### src/rtl/qpsk_mapper.sv
// qpsk_mapper
// Payload symbol source for the TX chain. Accepts bytes on a valid/ready
// stream and emits four Gray-coded QPSK symbols per byte, MSB pair first,
// as W-bit signed I/Q samples on a second valid/ready stream. The outputs
// feed the SOF header framer directly.
//
// Optional build macro QPSK_MAPPER_SCRAMBLER_EN: enables a DVB-S style
// energy-dispersal scrambler (PRBS 1+x^14+x^15) applied to each accepted
// byte before mapping. The PRBS is reseeded on reset and after every byte
// that carries in_last. Without the macro, bytes are mapped unmodified.
//
// Ports
//   clk        in   clock
//   rst        in   synchronous active-high reset
//   in_valid   in   byte available
//   in_data    in   payload byte
//   in_last    in   byte is the last of its packet
//   in_ready   out  byte accepted when in_valid & in_ready
//   out_valid  out  symbol available
//   out_i      out  in-phase sample (two's complement)
//   out_q      out  quadrature sample (two's complement)
//   out_last   out  high with the 4th symbol of an in_last byte
//   out_ready  in   symbol consumed when out_valid & out_ready

module qpsk_mapper #(
   parameter int W   = 12,
   parameter int AMP = 1447
) (
   input  logic         clk,
   input  logic         rst,
   input  logic         in_valid,
   input  logic [7:0]   in_data,
   input  logic         in_last,
   output logic         in_ready,
   output logic         out_valid,
   output logic [W-1:0] out_i,
   output logic [W-1:0] out_q,
   output logic         out_last,
   input  logic         out_ready
);

   localparam logic [W-1:0] POS = W'(AMP);
   localparam logic [W-1:0] NEG = W'(-AMP);

   logic [7:0] sh;
   logic [1:0] sym_cnt;
   logic       loaded;
   logic       last_flag;

   logic       adv;
   logic       last_sym;
   logic       accept;
   logic [7:0] data_mapped;

   // The output register takes a new symbol whenever it is empty or its
   // current symbol is being consumed this cycle.
   assign adv      = loaded & (~out_valid | out_ready);
   assign last_sym = (sym_cnt == 2'd3);

   // Holder refills in the same cycle its 4th symbol moves to the output,
   // giving an uninterrupted one-symbol-per-clock stream.
   assign in_ready = ~loaded | (adv & last_sym);
   assign accept   = in_valid & in_ready;

`ifdef QPSK_MAPPER_SCRAMBLER_EN
   // lfsr[k] holds register stage rk; r1 receives the feedback bit.
   localparam logic [15:1] SEED = 15'b000000010101001;

   logic [15:1] lfsr;
   logic [15:1] lfsr_next;
   logic [7:0]  prbs;
   logic        prbs_bit;

   // Eight register shifts per byte; the first generated bit lands in the
   // byte MSB.
   always_comb begin
      lfsr_next = lfsr;
      prbs      = '0;
      prbs_bit  = 1'b0;
      for (int k = 0; k < 8; k++) begin
         prbs_bit  = lfsr_next[14] ^ lfsr_next[15];
         prbs      = {prbs[6:0], prbs_bit};
         lfsr_next = {lfsr_next[14:1], prbs_bit};
      end
   end

   assign data_mapped = in_data ^ prbs;

   always_ff @(posedge clk) begin
      if (rst) begin
         lfsr <= SEED;
      end else if (accept) begin
         lfsr <= in_last ? SEED : lfsr_next;
      end
   end
`else
   assign data_mapped = in_data;
`endif

   always_ff @(posedge clk) begin
      if (rst) begin
         sh        <= '0;
         sym_cnt   <= '0;
         loaded    <= 1'b0;
         last_flag <= 1'b0;
         out_valid <= 1'b0;
         out_i     <= '0;
         out_q     <= '0;
         out_last  <= 1'b0;
      end else begin
         if (adv) begin
            out_valid <= 1'b1;
            out_i     <= sh[7] ? NEG : POS;
            out_q     <= sh[6] ? NEG : POS;
            out_last  <= last_flag & last_sym;
            sh        <= {sh[5:0], 2'b00};
            sym_cnt   <= sym_cnt + 2'd1;
         end else if (out_ready) begin
            out_valid <= 1'b0;
         end

         // A new byte overrides the shift/count update of the symbol that
         // just left the holder.
         if (accept) begin
            sh        <= data_mapped;
            sym_cnt   <= '0;
            loaded    <= 1'b1;
            last_flag <= in_last;
         end else if (adv && last_sym) begin
            loaded    <= 1'b0;
         end
      end
   end

endmodule

### config.mk
export PLATFORM = sky130hd
export DESIGN_NAME = qpsk_mapper
export DESIGN_NICKNAME = d
export VERILOG_FILES = /design/src/rtl/qpsk_mapper.sv
export SDC_FILE = /design/constraint.sdc
export NUM_CORES = 1
export LEC_CHECK = 0
export CORE_ASPECT_RATIO = 1.25
export CORE_UTILIZATION = 38
export DETAILED_ROUTE_END_ITERATION = 10
export PLACE_DENSITY = 0.86
export SLEW_MARGIN = 10
export SYNTH_ARGS = -nofsm -noshare
export SYNTH_HDL_FRONTEND = slang
export SYNTH_SLANG_ARGS = --single-unit
### constraint.sdc
create_clock -name clk -period 1.5 [get_ports clk]
set_clock_uncertainty 0.2 [all_clocks]
set_input_delay 0.225 -clock clk [delete_from_list [all_inputs] [get_ports clk]]
set_output_delay 0.225 -clock clk [all_outputs]
set_load 0.005 [all_outputs]
==> results.cfg, run 1 <==
[global_routing]
grt_remaining_overflow = 0
grt_max_degree = 20
grt_pass1_wl_um = 3820
antenna_found_initial = 0
grt_usage_pct = 19.3
first_global_vias = 857

[sta]
finalCritPeriodShare_pct = 102
clock.fmax_mhz = 656
relSlewSlack_pct = 83.0
hold_ws_ns = 0.0785
slew_violations = 0
hold_viol = 0
tightest_slew_ns = 0.254
setup_violations = 2
fin_crit_ns = 1.52
tns_ns = -0.0299
setup_ws_ns = -0.0236
rsz0062_at_grt = yes

[cts]
cts_tree = done
cts_inserted_buffers = 3
insertion_delay_ns = 0.30
cts.path.max_buffers = 2
ctsHtreeMaxLevel = 1
clock_sinks = 19
clk_pin_slew_worst_paths_ns = 0.11
cts-root-buf = clkbuf_4
cts_hold_buf = 0

[synth]
ys_warn_count = 0
synth_cell_types = 23
syn-num-nets = 124
ys_async_sr_fraction_pct = 0
synth_area_leader_cell = dfxtp_1
synth.avg_cell_area_um2 = 8.86
syn_area_um2 = 975
synth-compound-area-share_pct = 19.9
synth.top_cells.by_area = dfxtp_1 39%, buf_4 15%, nand2_1 8.1%
synth-xor-area-share_pct = 0.899
synth-seq-cells = 19
yosys.area_share.adder_pct = 1.28
synth_top_area_share_pct = 39.0
synthSimpleGateAreaFrac_pct = 19.1
yosysSeqAreaShare_pct = 39.0
muxShareOfSynthArea_pct = 1.03
synthTopCellsByCount = 21 x nand2_1, 19 x buf_4, 19 x dfxtp_1, 12 x a21oi_1, 9 x nor2_1
syn_inst = 110
yosysMostFrequentCell = nand2_1
synth_edf_count = 0
synth_top_family_by_area = compound AO/OA/AOI/OAI gates
synth_ff_type = dfxtp_1

[finish]
drive_gt1_share_pct = 40.4
final_area_um2 = 1520
insertedDiodeCount = 0
fin_nets = 166
final_cells = 184
final_core_utilization_pct = 62.8
area_growth_pct = 56.4

[power_and_ir_drop]
power_density_nw_per_um2 = 744
peakVddDrop_v = 0.000610
p_leak_nw = 0.676
finalPower_mw = 1.13

[status]
violations = setup timing
status = finished with violations

[critical_path]
critPathArrivalTime_ns = 1.54
worst_setup_path_end_kind = flip-flop
crit_path_max_fanout = 5
start_kind = input pin
worstPathRequired_ns = 1.51
crit_type = in2reg

[route]
vias_per_cell = 4.87
drtIter0Drc = 17
vias = 896
wire_per_inst_um = 13.1
routed_wl_um = 2420
ant_nets = 0
drt_first_pass_iters = 4
drc_errors = 0

[die]
initial_utilization_pct = 40.2
die_area_um2 = 2770
core_region_area_um2 = 2430
rows = 20
io_pins = 40
die_width_um = 47.3
fp.dieH_um = 58.6

[place]
place_area_um2 = 1340
pre_cts_slack_ns = -0.367
hpwl_um = 1480
place_inst = 169
globalplace.congestion = 0.719
io_buffers = 39

[worst_hold_path]
hp-class = in2reg

[flow_run]
drv_cap = 0
kinds of logic after synthesis:
kind of cell	Yosys count
fa+ha+maj	1
xor+xnor	1
simple gates	40
compound gates	23
flops	19
buf+inv	25
mux	1
worst paths after layout:
check | start | end | slack, ns | cells after the start
worst min register to register | out_last | out_last | 0.26 | 2
worst max register to register | sym_cnt[1] | sh[7] | 0 | 6
worst max-delay path | out_ready | sh[7] | -0.02 | 7
worst min-delay path | in_valid | loaded | 0.08 | 3
worst max-delay path, cell delays in order:
cell and delay (ns):
clkdlybuf4s50_1 0.40, nand2b_4 0.15, buf_6 0.13, a31oi_4 0.21, buf_6 0.15, nor2_2 0.04
a311oi_2 0.22
area by class of cell:
type / instances / area [µm²]
flip-flops and latches: 19 / 399
inverters: 1 / 3.75
multi-input cells: 66 / 493
clock buffers: 3 / 22.5
well taps: 33 / 41.3
repair buffers: 61 / 559
clock inverters: 1 / 5.00
fillers: 209 / 903
per-layer routing:
| layer | share of wire, % | up-vias | GRT usage (%) |
|---|---|---|---|
| met1 | 39 | 419 | 20.1 |
| met3 | 4.8 | 6 | 3.68 |
| met5 | 0 | - | 0 |
| met2 | 54 | 42 | 35.4 |
| met4 | 2.3 | 0 | 8.57 |
| li1 | - | 429 | - |
report_power, final:
part	switching, mW	total, mW	internal (mW)
clock network	0.156	0.255	0.0994
registers	0.0296	0.567	0.538
logic	0.134	0.311	0.177
total	0.320	1.13	0.814
placed cells by master, fill, tap and decap left out, types with 2 or more instances in the layout:
cell type,instances
a211oi_2,5
a21oi_2,6
a21oi_1,6
dfxtp_4,3
nand3_2,2
clkdlybuf4s50_1,11
buf_6,5
dfxtp_1,10
nand2b_1,2
nand2_1,20
clkbuf_4,3
a21oi_4,3
clkdlybuf4s15_1,6
dlygate4sd2_1,20
nor2_1,8
dfxtp_2,6
buf_4,16
nor3_1,2
state kept, by name (all words and copies together) (netlist names):
register   cells
sh             8
out_i          3
out_q          2
sym_cnt        2
last_flag      1
loaded         1
out_last       1
out_valid      1
what timing repair did:
item,4_1_cts,5_1_grt
pin swaps,12,3
cloned,1,0
gates resized for setup,53,17
endpoints found under the hold margin,0,0
setup endpoints to repair,36,21
setup buffers,11,2
Power figures use the tool's default switching activity.
==> inputs of run 2 (changes only) <==
Settings changed: ABC_CLOCK_PERIOD_IN_PS set to 1500, CTS_BUF_LIST set to sky130_fd_sc_hd__clkbuf_8 sky130_fd_sc_hd__clkbuf_16, SLEW_MARGIN 10 to not set.
==> results.cfg, run 2 (synthesis results as in run 1) <==
[cts]
cts_inserted_buffers = 3
cts-root-buf = clkbuf_8
cts_tree = done
cts_hold_buf = 0
ctsHtreeMaxLevel = 1
clk_pin_slew_worst_paths_ns = 0.07
clock_sinks = 19
insertion_delay_ns = 0.26
cts.path.max_buffers = 2

[finish]
largest_register_ff_count = 8
layout_common_cells = 28 x dlygate4sd2_1, 19 x nand2_1, 13 x buf_4
reg_top3 = sh (8), out_i (3)
area_growth_pct = 59.3
final_common_cell = dlygate4sd2_1
largest-register = sh
drive_gt1_share_pct = 40.0
fin_nets = 165
final_area_um2 = 1550
insertedDiodeCount = 0

[route]
vias_per_cell = 4.95
drc_errors = 0
drt_first_pass_iters = 4
wire_per_inst_um = 13.3
drtIter0Drc = 28
ant_nets = 0
routed_wl_um = 2440
vias = 905

[die]
core_region_area_um2 = 2430
die_area_um2 = 2770
rows = 20
fp.dieH_um = 58.6
io_pins = 40
die_width_um = 47.3
initial_utilization_pct = 40.2

[power_and_ir_drop]
power_density_nw_per_um2 = 802
peakVddDrop_v = 0.000690
p_leak_nw = 0.697

[global_routing]
grt_remaining_overflow = 0
first_global_vias = 856
antenna_found_initial = 0
grt_usage_pct = 19.2
grt_pass1_wl_um = 3740
grt_max_degree = 20

[place]
hpwl_um = 1480
io_buffers = 39
pre_cts_slack_ns = -0.367
globalplace.congestion = 0.719
place_area_um2 = 1340

[sta]
tns_ns = -0.120
tightest_slew_ns = 0.272
clock.fmax_mhz = 639
slew_violations = 0
rsz0062_at_grt = yes
relSlewSlack_pct = 81.8
hold_ws_ns = 0.203
fin_crit_ns = 1.56
setup_violations = 6
finalCritPeriodShare_pct = 104
setup_ws_ns = -0.0640
hold_viol = 0

[critical_path]
worst_setup_path_end_kind = flip-flop
start_kind = flip-flop
crit_type = reg2reg
critPathArrivalTime_ns = 1.52
crit_path_max_fanout = 3
worstPathRequired_ns = 1.45

[status]
violations = setup timing
status = finished with violations

[flow_run]
drv_cap = 0

[worst_hold_path]
hp-class = in2reg
## run 2: routing by layer
metal	vias up	global-route usage (%)	share of wire (%)
li1	430	-	-
met1	418	18.4	37
met2	46	34.6	54
met3	11	3.07	5.1
met4	0	13.9	3.9
met5	-	0	0
## run 2: critical path, stage by stage, from the launching register on
cell      delay, ns
dfxtp_2        0.34
ha_4           0.16
buf_6          0.12
a31oi_4        0.17
buf_12         0.13
nor2_2         0.03
a311oi_2       0.29
## run 2: where the power goes
group          switching (mW)  internal [mW]  total [mW]  leakage (nW)
combinational           0.135          0.185       0.320         0.511
sequential             0.0310          0.539       0.570         0.161
clock                   0.171          0.185       0.355        0.0255
## run 2: cell type report
cell class                      count  area (µm²)
Inverter                            1        3.75
Clock buffer                        3        41.3
Timing Repair Buffer               59         578
Fill cell                         208         875
Sequential cell                    19         399
Multi-Input combinational cell     67         484
Clock inverter                      1        5.00
Tap cell                           33        41.3
## run 2: what timing repair did
action | in CTS | in global routing
setup endpoints to repair | 41 | 13
resized for setup | 54 | 7
gates cloned | 2 | 0
pin swaps | 12 | 3
buffers inserted | 5 | 3
## run 2: final timing paths
check                                 from        to  slack [ns]  cells after the start
worst max-delay path            sym_cnt[1]     sh[7]       -0.06                      6
worst min-delay path              in_valid    loaded        0.20                      3
worst max register to register  sym_cnt[1]     sh[7]       -0.06                      6
worst min register to register    out_last  out_last        0.26                      2
## run 2: stage by stage
step                cells  util [%]  total power [mW]
floorplan             110         -             0.736
global placement      169      55.0             0.846
detailed placement    169      55.0             0.860
CTS                   180      61.7              1.22
global route          183      64.0              1.30
finish                183      64.0              1.25
